**src/rtl/comm_pkg.sv**
```systemverilog
// Shared definitions for the receive-side scheduler: FFT block size, AD zero level,
// FSM state encoding and the offset-binary magnitude helper.
package comm_pkg;

  localparam int         FFT_N   = 64;
  localparam logic [7:0] AD_ZERO = 8'h80;

  typedef enum logic [2:0] {
    IDLE    = 3'd0,
    HUNT    = 3'd1,
    SKIP_CP = 3'd2,
    DATA    = 3'd3,
    DROP    = 3'd4
  } state_t;

  // Distance of an offset-binary sample from zero; 8'h00 gives 128, which still fits 8 bits.
  function automatic logic [7:0] ad_mag(input logic [7:0] x);
    return (x >= AD_ZERO) ? (x - AD_ZERO) : (AD_ZERO - x);
  endfunction

endpackage

```
**src/rtl/comm_recv_sched_if.sv**
```systemverilog
// Sample-path bundle between the AD front end, the scheduler and the downstream fftfifo.
//
// Handshake: ad_valid qualifies ad1/ad2 for exactly one cycle and the scheduler always
// accepts (there is no ready). valid_o qualifies ad1o/ad2o for one cycle and sym_start is
// only ever high together with valid_o. fifo_full is a level that the scheduler samples once
// per symbol, on the last cyclic-prefix sample; it never stalls a symbol already in flight.
interface comm_recv_sched_if;
  logic [7:0] ad1;
  logic [7:0] ad2;
  logic       ad_valid;
  logic       fifo_full;
  logic [7:0] ad1o;
  logic [7:0] ad2o;
  logic       valid_o;
  logic       sym_start;
  logic       frame_done;

  modport master (
    input  ad1, ad2, ad_valid, fifo_full,
    output ad1o, ad2o, valid_o, sym_start, frame_done
  );

  modport slave (
    output ad1, ad2, ad_valid, fifo_full,
    input  ad1o, ad2o, valid_o, sym_start, frame_done
  );
endinterface

```
**src/rtl/comm_energy_det.sv**
```systemverilog
// Frame-start detector: |ad1-0x80|+|ad2-0x80| compared against THRESH, with a run-length
// counter that raises trigger on the HOLD-th consecutive above-threshold sample.
module comm_energy_det
  import comm_pkg::*;
#(
  parameter int THRESH = 40,
  parameter int HOLD   = 4
) (
  input  logic       clk,
  input  logic       rst_n,
  input  logic       hunting,
  input  logic       ad_valid,
  input  logic [7:0] ad1,
  input  logic [7:0] ad2,
  output logic       trigger
);

  logic [8:0] energy;
  logic       above;
  logic [3:0] run_cnt;

  assign energy  = {1'b0, ad_mag(ad1)} + {1'b0, ad_mag(ad2)};
  assign above   = energy > 9'(THRESH);
  assign trigger = hunting && ad_valid && above && (run_cnt == 4'(HOLD - 1));

  // The run only accumulates while hunting, so every hunt starts from a clean count.
  always_ff @(posedge clk or negedge rst_n) begin
    if (!rst_n) begin
      run_cnt <= 4'd0;
    end else if (!hunting) begin
      run_cnt <= 4'd0;
    end else if (ad_valid) begin
      if (!above || trigger) run_cnt <= 4'd0;
      else                   run_cnt <= run_cnt + 4'd1;
    end
  end

endmodule

```
**src/rtl/comm_recv_sched.sv**
```systemverilog
// Receive frame scheduler: energy-detected frame start, CP stripping, whole-symbol forwarding
// or dropping. Optional statistics counters under COMM_RECV_SCHED_STATS_EN.
module comm_recv_sched
  import comm_pkg::*;
#(
  parameter int CP_LEN = 16,
  parameter int THRESH = 40,
  parameter int HOLD   = 4,
  parameter int NSYM_W = 8
) (
  input  logic              CLK,
  input  logic              RST,
  input  logic              enable,
  input  logic [NSYM_W-1:0] nsym,
  comm_recv_sched_if.master bus,
  output logic              busy,
  output logic              overflow,
  output state_t            state_dbg
`ifdef COMM_RECV_SCHED_STATS_EN
  ,
  output logic [15:0]       frame_cnt,
  output logic [15:0]       drop_cnt
`endif
);

  state_t            state, state_n;
  logic [5:0]        samp_cnt, samp_n;
  logic [NSYM_W-1:0] sym_cnt, sym_n, nsym_lat, nsym_lat_n, sym_inc;
  logic [7:0]        ad1o_q, ad2o_q, ad1o_n, ad2o_n;
  logic              valid_q, valid_n, sym_start_q, sym_start_n;
  logic              fd_pend_q, fd_pend_n, frame_done_q;
  logic              overflow_q, overflow_n;
  logic              trigger, cp_last, sym_last, drop_evt;

  comm_energy_det #(.THRESH(THRESH), .HOLD(HOLD)) u_energy_det (
    .clk      (CLK),
    .rst_n    (RST),
    .hunting  (state == HUNT && enable),
    .ad_valid (bus.ad_valid),
    .ad1      (bus.ad1),
    .ad2      (bus.ad2),
    .trigger  (trigger)
  );

  assign sym_inc  = sym_cnt + NSYM_W'(1);
  assign drop_evt = cp_last && bus.fifo_full;

  always_comb begin
    state_n     = state;
    samp_n      = samp_cnt;
    sym_n       = sym_cnt;
    nsym_lat_n  = nsym_lat;
    ad1o_n      = ad1o_q;
    ad2o_n      = ad2o_q;
    valid_n     = 1'b0;
    sym_start_n = 1'b0;
    fd_pend_n   = 1'b0;
    overflow_n  = enable ? overflow_q : 1'b0;
    cp_last     = 1'b0;
    sym_last    = 1'b0;

    case (state)
      IDLE: if (enable) state_n = HUNT;
      HUNT: begin
        samp_n = 6'd0;
        if (!enable) begin
          state_n = IDLE;
        end else if (trigger) begin
          nsym_lat_n = (nsym == '0) ? NSYM_W'(1) : nsym;
          sym_n      = '0;
          // The triggering sample is CP sample 0.
          if (CP_LEN == 1) begin
            cp_last = 1'b1;
          end else begin
            state_n = SKIP_CP;
            samp_n  = 6'd1;
          end
        end
      end
      SKIP_CP: if (bus.ad_valid) begin
        if (samp_cnt == 6'(CP_LEN - 1)) cp_last = 1'b1;
        else                            samp_n  = samp_cnt + 6'd1;
      end
      DATA: if (bus.ad_valid) begin
        ad1o_n      = bus.ad1;
        ad2o_n      = bus.ad2;
        valid_n     = 1'b1;
        sym_start_n = (samp_cnt == 6'd0);
        if (samp_cnt == 6'(FFT_N - 1)) sym_last = 1'b1;
        else                           samp_n   = samp_cnt + 6'd1;
      end
      DROP: if (bus.ad_valid) begin
        if (samp_cnt == 6'(FFT_N - 1)) sym_last = 1'b1;
        else                           samp_n   = samp_cnt + 6'd1;
      end
      default: state_n = IDLE;
    endcase

    // fifo_full is only consulted here, so a symbol is either forwarded or dropped whole.
    if (cp_last) begin
      samp_n = 6'd0;
      if (bus.fifo_full) begin
        state_n    = DROP;
        overflow_n = 1'b1;
      end else begin
        state_n = DATA;
      end
    end

    if (sym_last) begin
      samp_n = 6'd0;
      sym_n  = sym_inc;
      if (sym_inc == nsym_lat) begin
        fd_pend_n = 1'b1;
        state_n   = enable ? HUNT : IDLE;
      end else begin
        state_n = enable ? SKIP_CP : IDLE;
      end
    end
  end

  always_ff @(posedge CLK or negedge RST) begin
    if (!RST) begin
      state        <= IDLE;
      samp_cnt     <= 6'd0;
      sym_cnt      <= '0;
      nsym_lat     <= '0;
      ad1o_q       <= 8'd0;
      ad2o_q       <= 8'd0;
      valid_q      <= 1'b0;
      sym_start_q  <= 1'b0;
      fd_pend_q    <= 1'b0;
      frame_done_q <= 1'b0;
      overflow_q   <= 1'b0;
    end else begin
      state        <= state_n;
      samp_cnt     <= samp_n;
      sym_cnt      <= sym_n;
      nsym_lat     <= nsym_lat_n;
      ad1o_q       <= ad1o_n;
      ad2o_q       <= ad2o_n;
      valid_q      <= valid_n;
      sym_start_q  <= sym_start_n;
      fd_pend_q    <= fd_pend_n;
      frame_done_q <= fd_pend_q;
      overflow_q   <= overflow_n;
    end
  end

`ifdef COMM_RECV_SCHED_STATS_EN
  always_ff @(posedge CLK or negedge RST) begin
    if (!RST) begin
      frame_cnt <= 16'd0;
      drop_cnt  <= 16'd0;
    end else begin
      if (fd_pend_n && frame_cnt != 16'hFFFF) frame_cnt <= frame_cnt + 16'd1;
      if (drop_evt && drop_cnt != 16'hFFFF)   drop_cnt  <= drop_cnt + 16'd1;
    end
  end
`else
  logic unused_drop_evt;
  assign unused_drop_evt = drop_evt;
`endif

  assign bus.ad1o       = ad1o_q;
  assign bus.ad2o       = ad2o_q;
  assign bus.valid_o    = valid_q;
  assign bus.sym_start  = sym_start_q;
  assign bus.frame_done = frame_done_q;
  assign overflow       = overflow_q;
  assign busy           = (state == SKIP_CP) || (state == DATA) || (state == DROP);
  assign state_dbg      = state;

endmodule
```
**src/flat_wrapper.sv**
```systemverilog
// flat-port wrapper written by rule: the top's interface ports become plain ports
module comm_recv_sched_flat import comm_pkg::*;
#(
  parameter int CP_LEN = 16,
  parameter int THRESH = 40,
  parameter int HOLD   = 4,
  parameter int NSYM_W = 8
)
  (CLK, RST, enable, nsym, busy, overflow, state_dbg, bus_ad1, bus_ad2, bus_ad_valid, bus_fifo_full, bus_ad1o, bus_ad2o, bus_valid_o, bus_sym_start, bus_frame_done);
  comm_recv_sched_if bus_i ();
  input  logic CLK;
  input  logic RST;
  input  logic enable;
  input  logic [NSYM_W-1:0] nsym;
  output logic busy;
  output logic overflow;
  output state_t state_dbg;
  input wire logic [$bits(bus_i.ad1)-1:0] bus_ad1;
  input wire logic [$bits(bus_i.ad2)-1:0] bus_ad2;
  input wire logic [$bits(bus_i.ad_valid)-1:0] bus_ad_valid;
  input wire logic [$bits(bus_i.fifo_full)-1:0] bus_fifo_full;
  output wire logic [$bits(bus_i.ad1o)-1:0] bus_ad1o;
  output wire logic [$bits(bus_i.ad2o)-1:0] bus_ad2o;
  output wire logic [$bits(bus_i.valid_o)-1:0] bus_valid_o;
  output wire logic [$bits(bus_i.sym_start)-1:0] bus_sym_start;
  output wire logic [$bits(bus_i.frame_done)-1:0] bus_frame_done;
  assign bus_i.ad1 = bus_ad1;
  assign bus_i.ad2 = bus_ad2;
  assign bus_i.ad_valid = bus_ad_valid;
  assign bus_i.fifo_full = bus_fifo_full;
  assign bus_ad1o = bus_i.ad1o;
  assign bus_ad2o = bus_i.ad2o;
  assign bus_valid_o = bus_i.valid_o;
  assign bus_sym_start = bus_i.sym_start;
  assign bus_frame_done = bus_i.frame_done;
  comm_recv_sched #(.CP_LEN(CP_LEN), .THRESH(THRESH), .HOLD(HOLD), .NSYM_W(NSYM_W)) u_core (.CLK(CLK), .RST(RST), .enable(enable), .nsym(nsym), .bus(bus_i), .busy(busy), .overflow(overflow), .state_dbg(state_dbg));
endmodule
```
**config.mk**
```make
export PLATFORM = sky130hd
export DESIGN_NAME = comm_recv_sched_flat
export DESIGN_NICKNAME = d
export VERILOG_FILES = /design/src/rtl/comm_pkg.sv /design/src/rtl/comm_recv_sched_if.sv /design/src/rtl/comm_energy_det.sv /design/src/rtl/comm_recv_sched.sv /design/src/flat_wrapper.sv
export SDC_FILE = /design/constraint.sdc
export NUM_CORES = 1
export LEC_CHECK = 0
export CAP_MARGIN = 10
export CORE_MARGIN = 3
export CORE_UTILIZATION = 53
export DETAILED_ROUTE_END_ITERATION = 10
export PLACE_DENSITY = 0.8
export SLEW_MARGIN = 20
export SYNTH_ARGS = -nofsm -noshare
export SYNTH_HDL_FRONTEND = slang
export SYNTH_SLANG_ARGS = --single-unit
export TNS_END_PERCENT = 1
```
**constraint.sdc**
```tcl
create_clock -name CLK -period 2.4 [get_ports CLK]
set_clock_uncertainty 0.05 [all_clocks]
set_input_delay 0.48 -clock CLK [delete_from_list [all_inputs] [get_ports CLK]]
set_output_delay 0.48 -clock CLK [all_outputs]
set_load 0.02 [all_outputs]
```
======== Word level (Yosys, flattened, before mapping) ========
Cells that the tools add are included.
operators by class
  add/subtract/negate cells ............... 8
  $lt $le $gt $ge ......................... 3
  equality and inequality tests ........... 16
  multiplexer cells ....................... 44
  reduce and logical (&&, ||, !) cells .... 22
operator list
  operator               count
  $mux W8                7
  $mux W6                7
  $mux W3                7
  $pmux W6 S3            1
  $mux W1                17
  $ge A8 B8 Y1 const B   2
  $ne A4 B2 Y1 const B   4
  $sub A8 B8 Y8 const A  2
  $sub A8 B8 Y8 const B  2
  $mux W4                3
  $add A8 B8 Y9          1
  $gt A9 B6 Y1 const B   1
  $pmux W3 S3            1
  $reduce_and A3 Y1      3
  $add A8 B1 Y8 const B  1
  $eq A8 B8 Y1           1
  $logic_not A8 Y1       1
  $add A6 B1 Y6 const B  1
  $eq A3 B2 Y1 const B   2
  $eq A6 B4 Y1 const B   1
  $eq A6 B6 Y1 const B   1
  $logic_not A6 Y1       1
  $reduce_bool A2 Y1     3
  $ne A5 B3 Y1 const B   1
  other kinds (17)       22
word-level totals
  bits in registers ....................... 50
  word-level logic and storage cells ...... 105

======== Longest topological paths before layout ========
  word-level depth ........................ 11
  depth in mapped cells ................... 13
  mapped depth without buffers ............ 12

======== Cells and area by module ========
Synthesis repeated with hierarchy kept, for this count alone.
second synthesis, totals
  cells, all modules ...................... 317
  area, all modules ....................... 3140.5 µm²
by module, submodules not included
  module           times used  cells an instance  area each (µm²)  seq. area each (µm²)
  comm_recv_sched  1           207                2285.9           1151.1
  comm_energy_det  1           110                854.6            100.1

======== Worst setup path before layout ========
Ideal clock, no wire load.
  path type ............................... input to register
  start point ............................. input port bus_ad1[7]
  end point ............................... register u_core.nsym_lat[7]
  setup time .............................. 0.125 ns
  arrival ................................. 3.209 ns
  data required time ...................... 2.225 ns
  setup slack ............................. -0.984 ns
  cell stages on the path ................. 11
  path buffers ............................ 2
  cells stage by stage .................... clkbuf_1 > mux2_2 > fa_1 > a21o_1 > a211o_1 > nand2_1 > a221oi_1 > o21ai_2 > nor3b_4 > buf_6 > mux2_4
on the way
  longest elaborated chain between the ends .. 7
  elaborated cells on any way between the ends .. 9
RTL lines
  element                                               RTL line                text
  start: declaration                                    flat_wrapper.sv:18      input wire logic [$bits(bus_i.ad1)-1:0] bus_ad1;
  $sub A8 B8 Y8 / $ge A8 B8 Y1 (equally long branches)  comm_pkg.sv:18          return (x >= AD_ZERO) ? (x - AD_ZERO) : (AD_ZERO - x);
  $mux W8 *                                             comm_pkg.sv:18
  $add A8 B8 Y9 *                                       comm_energy_det.sv:22   assign energy = {1'b0, ad_mag(ad1)} + {1'b0, ad_mag(ad2)};
  $gt A9 B6 Y1 *                                        comm_energy_det.sv:23   assign above = energy > 9'(THRESH);
  $logic_and A1 B1 Y1 * (2 in series)                   comm_energy_det.sv:24   assign trigger = hunting && ad_valid && above && (run_cnt == 4'(HOLD - 1));
  $reduce_and A3 Y1 (no source line) *                  n/a
  end signal: assignment                                comm_recv_sched.sv:139  nsym_lat <= nsym_lat_n;
  end: declaration                                      comm_recv_sched.sv:28   logic [NSYM_W-1:0] sym_cnt, sym_n, nsym_lat, nsym_lat_n, sym_inc;
Every way passes the cells marked *; elsewhere a longest branch is shown, timed or not.
A chain may end at the register's enable or synchronous reset.

======== Final worst setup path ========
  start point ............................. input port bus_ad2[5]
  end point ............................... register u_core.nsym_lat[4]
on the way
  longest elaborated chain between the ends .. 7
  elaborated cells on any way between the ends .. 9
RTL lines
  element                                               RTL line               text
  start: declaration                                    flat_wrapper.sv:19     input wire logic [$bits(bus_i.ad2)-1:0] bus_ad2;
  $sub A8 B8 Y8 / $ge A8 B8 Y1 (equally long branches)  comm_pkg.sv:18
  $mux W8 *                                             comm_pkg.sv:18
  $add A8 B8 Y9 *                                       comm_energy_det.sv:22
  $gt A9 B6 Y1 *                                        comm_energy_det.sv:23
  $logic_and A1 B1 Y1 * (2 in series)                   comm_energy_det.sv:24
  $reduce_and A3 Y1 (no source line) *                  n/a
Marks and branches as above.

==> results.cfg <==
[grt]
grt_pass1_vias = 2835
grt_pass1_wl_microns = 13300
grt-ovfl-total = 0
grt_antenna_before_repair = 2
gr-usage-all-layers_pct = 25.5
grt_start_max_net_pins = 51

[placement]
placed_cells = 508
routabilityCongestion = 0.901
placed_cell_area_sq_mm = 0.00410
io_buffers = 52
hpwl_microns = 5960

[timing]
final_max_slew_viol_count = 0
setup_viol = 23
finalCritPeriodShare_pct = 123
finalHoldViolations = 0
worst-slew-pin-transition_ns = 0.637
timing.fmax_ghz = 0.339
rsz0062_at_grt = yes
slew_headroom_pct = 57.5
worst_slack_ns = -0.547
min_period_ns = 2.95

[logic_synthesis]
syn_nets = 392
synth.cell_area_sq_mm = 0.00311
avgSynthCellArea_sq_um = 8.93
synth_area_leader_cell = dfrtp_1
synth_ff_type = dfrtp_1
synth_edf_count = 0
yosys_warnings = 0
synth_most_common_cell = nand2_1
ys_ff_latch = 50
synth_cells = 348
netlist_top_cells_count = nand2_1, dfrtp_1, o21ai_0, nor2_1, xor2_1
netlist_top_cells_area = dfrtp_1, nand2_1, ha_1, xor2_1, o21ai_0
synthArstFlopShare_pct = 100
seq_area_frac_synth_pct = 40.3
synth_top_area_share_pct = 40.3
ys_types = 61

[clock_tree]
clock_sinks = 50
insertion_delay_ns = 0.30
htreeDepth = 2
cts_hold_buf = 0
cts_buffer_depth = 2
cts_tree = yes
clk_pin_slew_ns = 0.09
clockRootBuffer = clkbuf_8
numCtsBuffers = 5

[setup_path]
critical_path.top_delay_family = simple AND/OR/NAND/NOR gates
slowest_delay_ns = 0.45
arrival_ns = 3.09
slowest_stage = clkdlybuf4s50_1
crit_path_start_kind = input port
path_common_cell = nor3_2
crit_path_max_fanout = 8
worstPathRequired_ns = 2.54
end_kind = flip-flop
worstPathCellList = clkdlybuf4s50_1 -> nor3_2 -> nand2_1 -> nor3_2 -> ha_1 -> or2b_2 -> o311a_1 -> o21ai_2 -> nor3b_4 -> buf_12 -> mux2_4
path_class = in2reg
path_buf_inv = 2

[floorplan]
rows = 27
core_sq_mm = 0.00557
die_w_microns = 82.6
fp.dieH_microns = 82.6
dieArea_sq_mm = 0.00682
initial_utilization_pct = 55.8
io_pins = 53

[power]
finalPower_uw = 3150
ir_worst_vdd_v = 0.000516
powerDensity_mw_per_mm2 = 710
cellLeakagePower_uw = 0.00207

[route]
post-route-drc-count = 0
ant_nets = 0
wl_per_cell_microns = 15.7
first_pass_iters = 4
wirelength_microns = 8260
vias_per_cell = 5.63
vias = 2964
drtIter0Drc = 174

[finish]
nets = 497
final_area_sq_mm = 0.00443
area_growth_pct = 42.6
n_fill_cell = 381
drive_gt1_share_pct = 28.0
diodes = 0
fin_cells = 526

[run]
maxCapViolCount = 0

[run_status]
violations = setup timing
status = complete, but fails checks

[worst_hold_path]
min_path_type = in2async
==> layout by cell type (no fill, tap or decap), types with 7 or more instances in the layout <==
cell type        count
nand3_1              9
clkdlybuf4s50_1     38
a21oi_1             10
nor2_1              21
xor2_1              18
nand2_1             59
buf_4               53
o21ai_0             16
inv_1               10
dfrtp_1             48
xnor2_1              9
mux2_4               9
o21ai_1              7
nand4_1              7
ha_1                11
==> per-layer routing <==
layer	up-vias	share of wire, %	wire (microns)	GRT usage, %
met2	74	50	4110	42.8
li1	1436	-	-	-
met1	1432	44	3610	32.1
met5	-	0.41	34	0
met3	18	4.5	374	6.62
met4	4	1.5	125	8.33
==> sequential cells by signal, summed over array words and instances, names as in the netlist <==
register                     cells
u_core.sym_cnt                   8
u_core.samp_cnt                  6
u_core.bus.frame_done            1
u_core.bus.valid_o               1
u_core.bus.ad2o                  8
u_core.bus.ad1o                  8
u_core.state_dbg                 3
u_core.u_energy_det.run_cnt      4
u_core.bus.sym_start             1
u_core.overflow                  1
u_core.nsym_lat                  8
u_core.fd_pend_q                 1
==> per-stage QoR <==
step / TNS (ns) / util (%) / setup WS, ns / hold WS, ns
after detailed placement: -31.93 / 73.6 / -1.55 / 0.286
after floorplan: -12.24 / - / -0.792 / 0.134
after CTS: -10.71 / 78.3 / -0.571 / 0.242
final: -10.66 / 79.5 / -0.547 / 0.216
after global routing: -12.55 / 79.5 / -0.620 / 0.261
after global placement: -30.58 / 73.6 / -1.47 / 0.284
==> where the power goes <==
| part | internal [uW] | switching, uW | total [uW] |
|---|---|---|---|
| logic | 745 | 779 | 1520 |
| clock network | 206 | 286 | 492 |
| registers | 1000 | 127 | 1130 |
| total | 1950 | 1190 | 3150 |
==> layout make-up <==
cell class                      instances  area [sq um]  area share [%]
Sequential cell                        50          1250            28.3
Multi-Input combinational cell        270          1950            44.0
Clock inverter                          2          13.8           0.311
Clock buffer                            6          72.6            1.64
Timing Repair Buffer                  110           971            21.9
Inverter                               16          80.1            1.81
Tap cell                               72          90.1            2.03
==> worst paths after layout <==
path / from / endpoint / slack (ns) / cells past startpoint
min in group CLK: u_core.fd_pend_q / u_core.bus.frame_done / 0.30 / 0
worst min-delay path: RST / u_core.samp_cnt[5] / 0.22 / 2
worst max register to register: u_core.sym_cnt[1] / u_core.state_dbg[0] / 0.07 / 8
max in group asynchronous: RST / u_core.state_dbg[1] / 1.62 / 2
worst max-delay path: bus_ad2[5] / u_core.nsym_lat[4] / -0.55 / 11
worst min register to register: u_core.fd_pend_q / u_core.bus.frame_done / 0.30 / 0
==> repair_timing <==
action | CTS | global route
endpoints found under the setup margin | 24 | 24
pin swaps | 30 | 18
resized for setup | 70 | 25
setup buffers | 6 | 5
==> cells by family after synthesis <==
kind of cell | synth area share [%]
XOR/XNOR | 7.89
multiplexers | 4.03
adder cells (fa/ha/maj) | 6.28
AND/OR/NAND/NOR | 23.5
AO/OA/AOI/OAI | 14.3
flip-flops | 40.3
buffers and inverters | 3.78
Note: power is estimated with default switching activity, not from simulation.
